==> config.mk <==
export PLATFORM = sky130hd
export DESIGN_NAME = complex_div
export DESIGN_NICKNAME = d
export VERILOG_FILES = /design/src/rtl/complex_div.sv
export SDC_FILE = /design/constraint.sdc
export NUM_CORES = 1
export LEC_CHECK = 0
export ABC_AREA = 1
export CORE_UTILIZATION = 35
export CTS_CLUSTER_DIAMETER = 200
export DETAILED_ROUTE_END_ITERATION = 8
export SLEW_MARGIN = 20
export SYNTH_ARGS = -nofsm -noshare
export SYNTH_HDL_FRONTEND = slang
export SYNTH_SLANG_ARGS = --single-unit
==> constraint.sdc <==
create_clock -name clk -period 6.5 [get_ports clk]
set_input_delay 0.975 -clock clk [delete_from_list [all_inputs] [get_ports clk]]
set_output_delay 0.975 -clock clk [all_outputs]
set_load 0.005 [all_outputs]
==> src/rtl/complex_div.sv <==
// Sequential packed complex divider: out = in1 / in2 using two parallel restoring dividers.
// Optional macro CDIV_ROUND_EN selects round-half-away-from-zero instead of truncation.
module complex_div #(
  parameter int W = 4
) (
  input  logic           clk,
  input  logic           rst_n,
  input  logic           in_valid,
  output logic           in_ready,
  input  logic [2*W-1:0] in1,
  input  logic [2*W-1:0] in2,
  output logic           out_valid,
  input  logic           out_ready,
  output logic [4*W-1:0] out,
  output logic           div_zero
);

  localparam int NW = 2*W + 1;
  localparam int CW = $clog2(NW + 1);

  typedef enum logic [2:0] {IDLE, PREP, DIV, FIX, DONE} state_t;

  state_t          state;
  logic [2*W-1:0]  op1, op2;
  logic [NW-1:0]   nsh_r, nsh_i;
  logic [NW-1:0]   rem_r, rem_i;
  logic [2*W-1:0]  q_r, q_i;
  logic [2*W-1:0]  den;
  logic            sgn_r, sgn_i, zero;
  logic [CW-1:0]   cnt;

  // Components sign-extended to numerator width so products and sums wrap correctly.
  logic signed [NW-1:0] ax, bx, cx, dx, nr, ni;
  logic [2*W-1:0]       cw, dw, den_n;
  logic [NW-1:0]        nr_abs, ni_abs;

  assign ax     = {{(W+1){op1[2*W-1]}}, op1[2*W-1:W]};
  assign bx     = {{(W+1){op1[W-1]}},   op1[W-1:0]};
  assign cx     = {{(W+1){op2[2*W-1]}}, op2[2*W-1:W]};
  assign dx     = {{(W+1){op2[W-1]}},   op2[W-1:0]};
  assign nr     = ax*cx + bx*dx;
  assign ni     = bx*cx - ax*dx;
  assign nr_abs = nr[NW-1] ? -nr : nr;
  assign ni_abs = ni[NW-1] ? -ni : ni;
  assign cw     = {{W{op2[2*W-1]}}, op2[2*W-1:W]};
  assign dw     = {{W{op2[W-1]}},   op2[W-1:0]};
  assign den_n  = cw*cw + dw*dw;

  logic [NW:0]    trial_r, trial_i;
  logic           ge_r, ge_i;
  logic [NW-1:0]  rem_next_r, rem_next_i;

  assign trial_r    = {rem_r, nsh_r[NW-1]};
  assign trial_i    = {rem_i, nsh_i[NW-1]};
  assign ge_r       = trial_r >= {2'b00, den};
  assign ge_i       = trial_i >= {2'b00, den};
  assign rem_next_r = NW'(ge_r ? trial_r - {2'b00, den} : trial_r);
  assign rem_next_i = NW'(ge_i ? trial_i - {2'b00, den} : trial_i);

  logic [2*W-1:0] mag_r, mag_i, fin_r, fin_i;

`ifdef CDIV_ROUND_EN
  assign mag_r = q_r + {{(2*W-1){1'b0}}, ({rem_r, 1'b0} >= {2'b00, den})};
  assign mag_i = q_i + {{(2*W-1){1'b0}}, ({rem_i, 1'b0} >= {2'b00, den})};
`else
  assign mag_r = q_r;
  assign mag_i = q_i;
`endif

  assign fin_r = sgn_r ? -mag_r : mag_r;
  assign fin_i = sgn_i ? -mag_i : mag_i;

  // Control FSM and datapath registers; a zero divisor still runs the full step count.
  always_ff @(posedge clk or negedge rst_n) begin
    if (!rst_n) begin
      state     <= IDLE;
      in_ready  <= 1'b1;
      out_valid <= 1'b0;
      out       <= '0;
      div_zero  <= 1'b0;
      cnt       <= '0;
      op1       <= '0;
      op2       <= '0;
      nsh_r     <= '0;
      nsh_i     <= '0;
      rem_r     <= '0;
      rem_i     <= '0;
      q_r       <= '0;
      q_i       <= '0;
      den       <= '0;
      sgn_r     <= 1'b0;
      sgn_i     <= 1'b0;
      zero      <= 1'b0;
    end else begin
      case (state)
        IDLE: begin
          if (in_valid) begin
            op1      <= in1;
            op2      <= in2;
            in_ready <= 1'b0;
            div_zero <= 1'b0;
            state    <= PREP;
          end
        end
        PREP: begin
          nsh_r <= nr_abs;
          nsh_i <= ni_abs;
          sgn_r <= nr[NW-1];
          sgn_i <= ni[NW-1];
          den   <= den_n;
          zero  <= (den_n == '0);
          rem_r <= '0;
          rem_i <= '0;
          q_r   <= '0;
          q_i   <= '0;
          cnt   <= '0;
          state <= DIV;
        end
        DIV: begin
          nsh_r <= {nsh_r[NW-2:0], 1'b0};
          nsh_i <= {nsh_i[NW-2:0], 1'b0};
          rem_r <= rem_next_r;
          rem_i <= rem_next_i;
          q_r   <= {q_r[2*W-2:0], ge_r};
          q_i   <= {q_i[2*W-2:0], ge_i};
          cnt   <= cnt + CW'(1);
          if (cnt == CW'(NW-1)) state <= FIX;
        end
        FIX: begin
          out       <= zero ? '0 : {fin_r, fin_i};
          div_zero  <= zero;
          out_valid <= 1'b1;
          state     <= DONE;
        end
        DONE: begin
          if (out_ready) begin
            out_valid <= 1'b0;
            in_ready  <= 1'b1;
            state     <= IDLE;
          end
        end
        default: state <= IDLE;
      endcase
    end
  end

endmodule

==> reports/qor.csv, run 1 <==
metric,value,unit
worst-path-buf-inv,3,
n_antenna_cell,0,
hold_buffers,0,
hp-class,flop to flop,
fin_skew,0.01324,ns
drv_slew,0,
arrival,5.63,ns
cp.depth,21,
cts_num_sinks,105,
antenna_found_initial,0,
tritoncts,done,
vias,8243,
numCtsBuffers,9,
period_needed,5.385,ns
ys_warn_count,0,
reg2reg_depth,21,
r2r-start,op2[7],
critPathRequiredTime,6.75,ns
drcViolationCount,0,
report.final.hold_viol_count,0,
syn2layout_area_growth,9.732,%
grtUsageTotal,15.26,%
max_slew_margin,45.59,%
nets,1590,
ys_seq_elements,105,
vias_per_cell,4.610,
fin_tns_setup,0,ns
crit_path_end_kind,flop,
fin_ws,1.115,ns
routed_wl,21330,um
gp_congestion,0.8536,
max_stage_delay,0.88,ns
die_h,174.9,um
setup_viol,0,
startpoint_type,flop,
path_clk_slew,0.08,ns
critical-path-top-delay-family,adder cells,
grt_pass1_vias,8450,
async_flop_share,100.0,%
grt_max_degree,57,
worst_pin_slew,0.8162,ns
post-synth-top-area-cell,dfrtp_1,
core_area,29090,sq um
synth_top_cell_area_share,24.87,%
synth-edff-count,0,
synth_cells,1383,
grt_first_pass_wirelength,38600,um
synth_cell_type_count,43,
synthFlopType,dfrtp_1,
firstDrtPassIters,4,
dieArea,30600,sq um
yosys-top-cells-area,"dfrtp_1, fa_1, nand2_1",
postCtsSetupBuffers,0,
gr-total-overflow,0,
drive_above_1_share,4.843,%
worstHoldStart,in_ready,
post-route-period-util,82.85,%
cap_violations,0,
syn_area_per_cell,7.567,sq um
syn_area,10470,sq um
crit_fanout,24,
rsz0062_at_grt,no,
synth_fp_nets,1574,
placed_area,11180,sq um
crit_chain,inv_2 -> or2_2 -> fa_1 -> inv_1 -> fa_1 -> fa_1 -> fa_1 -> ha_1 -> ha_1 -> nand2_1 -> nand2_1 -> nand3_1 -> nand2_1 -> nor2_1 -> inv_1 -> nand2_4 -> nand2_8 -> nand2_2 -> nand2_1 -> nand2_1 -> nand2_1,
start_util,35.97,%
cts_root_buffer,clkbuf_16,
holdPathStages,2,
drtIter0Drc,373,
fmax,185.7,MHz
crit_top_cell,nand2_1,
yosysSeqAreaShare,25.12,%
dp_hpwl,16690,um
dp_slack,1.075,ns
rows,62,
holdWs,0.4655,ns
critical_path_class,flop to flop,
stdcell_area,11480,sq um
ios,39,
cp_slowest_cell,dfrtp_1,
io_buffers,38,
drtAntennaViolNets,0,
fp.dieW,174.9,um
htree_levels,3,
post_cts_resized,0,
clk_path_buf_depth,2,
critPathLaunch,op2[7],
wl_per_cell,11.93,um
clk_latency,0.36,ns
status,completed,
## worst register-to-register path, stage by stage, from the launching register on
cell     delay, ns
dfrtp_1       0.88
inv_2         0.33
or2_2         0.38
fa_1          0.48
inv_1         0.05
fa_1          0.47
fa_1          0.51
fa_1          0.49
ha_1          0.30
ha_1          0.35
nand2_1       0.09
nand2_1       0.06
nand3_1       0.06
nand2_1       0.05
nor2_1        0.22
inv_1         0.11
nand2_4       0.14
nand2_8       0.09
nand2_2       0.06
nand2_1       0.05
nand2_1       0.05
nand2_1       0.05
## worst paths after layout
| kind | endpoint | slack [ns] |
|---|---|---|
| hold reg to reg | in_ready | 0.47 |
| hold / removal | in_ready | 0.47 |
| min in group asynchronous | div_zero | 0.63 |
| max in group asynchronous | nsh_i[0] | 4.67 |
| setup reg to reg | nsh_i[6] | 1.11 |
| setup / recovery | nsh_i[6] | 1.11 |
## cells in the final DEF, fill, tap and decap left out, types with 27 or more instances in the layout
cell,instances
nand2_1,367
inv_1,311
dfrtp_1,104
ha_1,89
fa_1,82
nand3_1,65
o21ai_0,64
nor2_1,45
clkdlybuf4s50_1,37
a21oi_1,34
o22ai_1,31
xor2_1,27
## final cells by class
| class | instances | area [sq um] |
|---|---|---|
| Clock buffer | 9 | 225.2 |
| Multi-Input combinational cell | 923 | 6464 |
| Fill cell | 3027 | 17610 |
| Timing Repair Buffer | 43 | 415.4 |
| Tap cell | 384 | 480.5 |
| Inverter | 317 | 1190 |
| Sequential cell | 105 | 2629 |
| Clock inverter | 7 | 80.08 |
## per-layer routing
metal  vias up  share of wire [%]  track usage, %
li1       4278                  -               -
met1      3869                 49           19.94
met2        82                 47           26.79
met3        14                2.8           2.567
met4         0               0.89           2.283
met5         -                  0               0
## cells in the mapped netlist, types with 2 or more instances
cell type / number
nand2_1: 367
inv_1: 311
dfrtp_1: 104
ha_1: 89
fa_1: 82
nand3_1: 65
o21ai_0: 64
nor2_1: 45
a21oi_1: 34
o22ai_1: 31
xor2_1: 27
clkbuf_1: 23
xnor2_1: 19
nand2_2: 13
nor3_1: 12
nand4_1: 11
nand3b_1: 10
buf_2: 9
or2_2: 8
o21bai_1: 7
inv_2: 6
o211ai_1: 6
nand2_4: 5
buf_6: 4
a21o_1: 3
a31oi_1: 3
o21a_1: 3
o31ai_1: 3
nand3_2: 2
nand4_2: 2
nor2_2: 2
o21ai_2: 2
## logic make-up after synthesis
kind of cell / Yosys count / synth area share [%]
and+or+nand+nor: 548 / 22.87
AOI/OAI and AO/OA: 158 / 8.668
buffers and inverters: 355 / 13.16
adders and majority gates: 171 / 26.33
DFF: 105 / 25.12
xor gates and xnor gates: 46 / 3.850
## per-stage QoR
step / util [%] / std cells
after detailed placement: 38.43 / 1772
after global placement: 38.43 / 1772
after CTS: 39.48 / 1788
final: 39.48 / 1788
after global routing: 39.48 / 1788
after floorplan: - / 1383
## flip-flops by register name (all words and copies together) (netlist names)
register   cells
nsh_i          9
div_zero       1
rem_i          9
op2            8
state          3
op1            8
rem_r          9
mag_i          8
nsh_r          9
sgn_i          1
in_ready       1
out_valid      1
zero           1
den            8
mag_r          8
sgn_r          1
out           16
cnt            4
Power of run 1 is not shown: default switching activity piles up to over one toggle a cycle in this logic, so the estimate is an artifact.
==> run 2: changes to the inputs <==
==> constraint.sdc (replaced) <==
create_clock -name clk -period 4.6 [get_ports clk]
set_input_delay 0.69 -clock clk [delete_from_list [all_inputs] [get_ports clk]]
set_output_delay 0.69 -clock clk [all_outputs]
set_load 0.005 [all_outputs]
==> reports/qor.csv, run 2 (synthesized netlist as in run 1, its figures left out) <==
metric,value,unit,change
routed_wl,22380,um,was 21330 um
antenna_found_initial,0,,unchanged
cts_num_sinks,105,,unchanged
max_slew_margin,34.60,%,was 45.59%
tritoncts,done,,unchanged
cap_violations,0,,unchanged
core_area,29090,sq um,unchanged
vias_per_cell,4.620,,was 4.610
fin_skew,0.01577,ns,was 0.01324 ns
grt_pass1_vias,8369,,was 8450
holdWs,0.4643,ns,was 0.4655 ns
largest_reg_flops,16,,unchanged
fmax,226.5,MHz,was 185.7 MHz
arrival,4.66,ns,was 5.63 ns
mostFrequentLayoutCells,"nand2_1, inv_1, dfrtp_1",,unchanged
drcViolationCount,0,,unchanged
gp_congestion,0.8459,,was 0.8536
n_antenna_cell,0,,unchanged
nets,1627,,was 1590
top_register,out,,unchanged
critPathRequiredTime,4.85,ns,was 6.75 ns
grtUsageTotal,15.49,%,was 15.26%
start_util,35.97,%,unchanged
stdcell_area,12050,sq um,was 11480 sq um
grt_max_degree,74,,was 57
crit_fanout,8,,was 24
io_buffers,38,,unchanged
clk_latency,0.36,ns,about the same
placed_area,11440,sq um,was 11180 sq um
crit_path_end_kind,flop,,unchanged
dp_hpwl,17370,um,was 16690 um
clk_path_buf_depth,2,,unchanged
firstDrtPassIters,5,,was 4
status,completed,,unchanged
fp.dieW,174.9,um,unchanged
grt_first_pass_wirelength,38920,um,was 38600 um
worst_pin_slew,0.9810,ns,was 0.8162 ns
vias,8432,,was 8243
hold_buffers,0,,unchanged
nFillCells,3006,,was 3027
drv_slew,0,,unchanged
hp-class,flop to flop,,unchanged
post-route-period-util,95.97,%,was 82.85%
ios,39,,unchanged
drive_above_1_share,10.34,%,was 4.843%
syn2layout_area_growth,15.14,%,was 9.732%
gr-total-overflow,0,,unchanged
period_needed,4.415,ns,was 5.385 ns
die_h,174.9,um,unchanged
wl_per_cell,12.27,um,was 11.93 um
numCtsBuffers,9,,unchanged
path_clk_slew,0.09,ns,was 0.08 ns
cts_root_buffer,clkbuf_16,,unchanged
critical_path_class,flop to flop,,unchanged
setup_viol,0,,unchanged
htree_levels,3,,unchanged
startpoint_type,flop,,unchanged
report.final.hold_viol_count,0,,unchanged
rows,62,,unchanged
dieArea,30600,sq um,unchanged
drtAntennaViolNets,0,,unchanged
drtIter0Drc,416,,was 373
final_common_cell,nand2_1,,unchanged
==> run 2: area by class of cell <==
type	count	area, sq um	share of cell area (%)
Clock buffer	9	225.2	1.869
Clock inverter	7	88.84	0.7373
Inverter	317	1192	9.896
Multi-Input combinational cell	924	6741	55.95
Sequential cell	105	2635	21.87
Tap cell	384	480.5	3.988
Timing Repair Buffer	79	685.7	5.691
==> run 2: layer usage <==
| layer | up-vias | wire, um | GRT usage (%) |
|---|---|---|---|
| met2 | 104 | 10560 | 26.11 |
| li1 | 4347 | - | - |
| met3 | 17 | 644 | 2.023 |
| met5 | - | 0 | 0 |
| met1 | 3964 | 10890 | 21.12 |
| met4 | 0 | 295 | 3.370 |
==> run 2: through the flow <==
| step | cells | setup slack, ns | util (%) | setup TNS [ns] |
|---|---|---|---|---|
| global route | 1825 | -0.04200 | 41.42 | -0.09958 |
| CTS | 1822 | 0.003301 | 40.46 | 0 |
| floorplan | 1383 | 0.01226 | - | 0 |
| global placement | 1805 | 0.07235 | 39.33 | 0 |
| finish | 1825 | 0.1852 | 41.42 | 0 |
| detailed placement | 1805 | -0.008288 | 39.33 | -0.008288 |
==> run 2: final timing paths <==
check	start	to	slack [ns]	cells past startpoint
worst min register to register	in_ready	in_ready	0.46	2
worst max register to register	op1[1]	nsh_i[6]	0.19	20
max in group asynchronous	rst_n	nsh_r[1]	3.10	2
worst max-delay path	op1[1]	nsh_i[6]	0.19	20
min in group asynchronous	rst_n	out_valid	0.49	1
worst min-delay path	in_ready	in_ready	0.46	2
==> run 2: critical path, cell delays in order, from the launching register on <==
cell and delay, ns:
dfrtp_1 0.43, or2_2 0.32, fa_1 0.49, inv_1 0.06, fa_1 0.47, fa_1 0.50, fa_1 0.48, ha_1 0.34
ha_4 0.27, nand2_1 0.09, inv_1 0.06, nand4_1 0.09, inv_1 0.07, nor2_4 0.13, inv_1 0.08, nand2_4 0.12
nand2_8 0.09, nand2_2 0.06, nand2_1 0.05, nand2_1 0.05, nand2_1 0.05
==> run 2: repair_timing <==
action                     CTS  global route
hold endpoints to repair     0             0
pin swaps                    0            28
gates cloned                 0             1
setup endpoints to repair    6            18
buffers inserted             1             2
gates resized for setup      2            54
Power of run 2 is left out for the same reason.
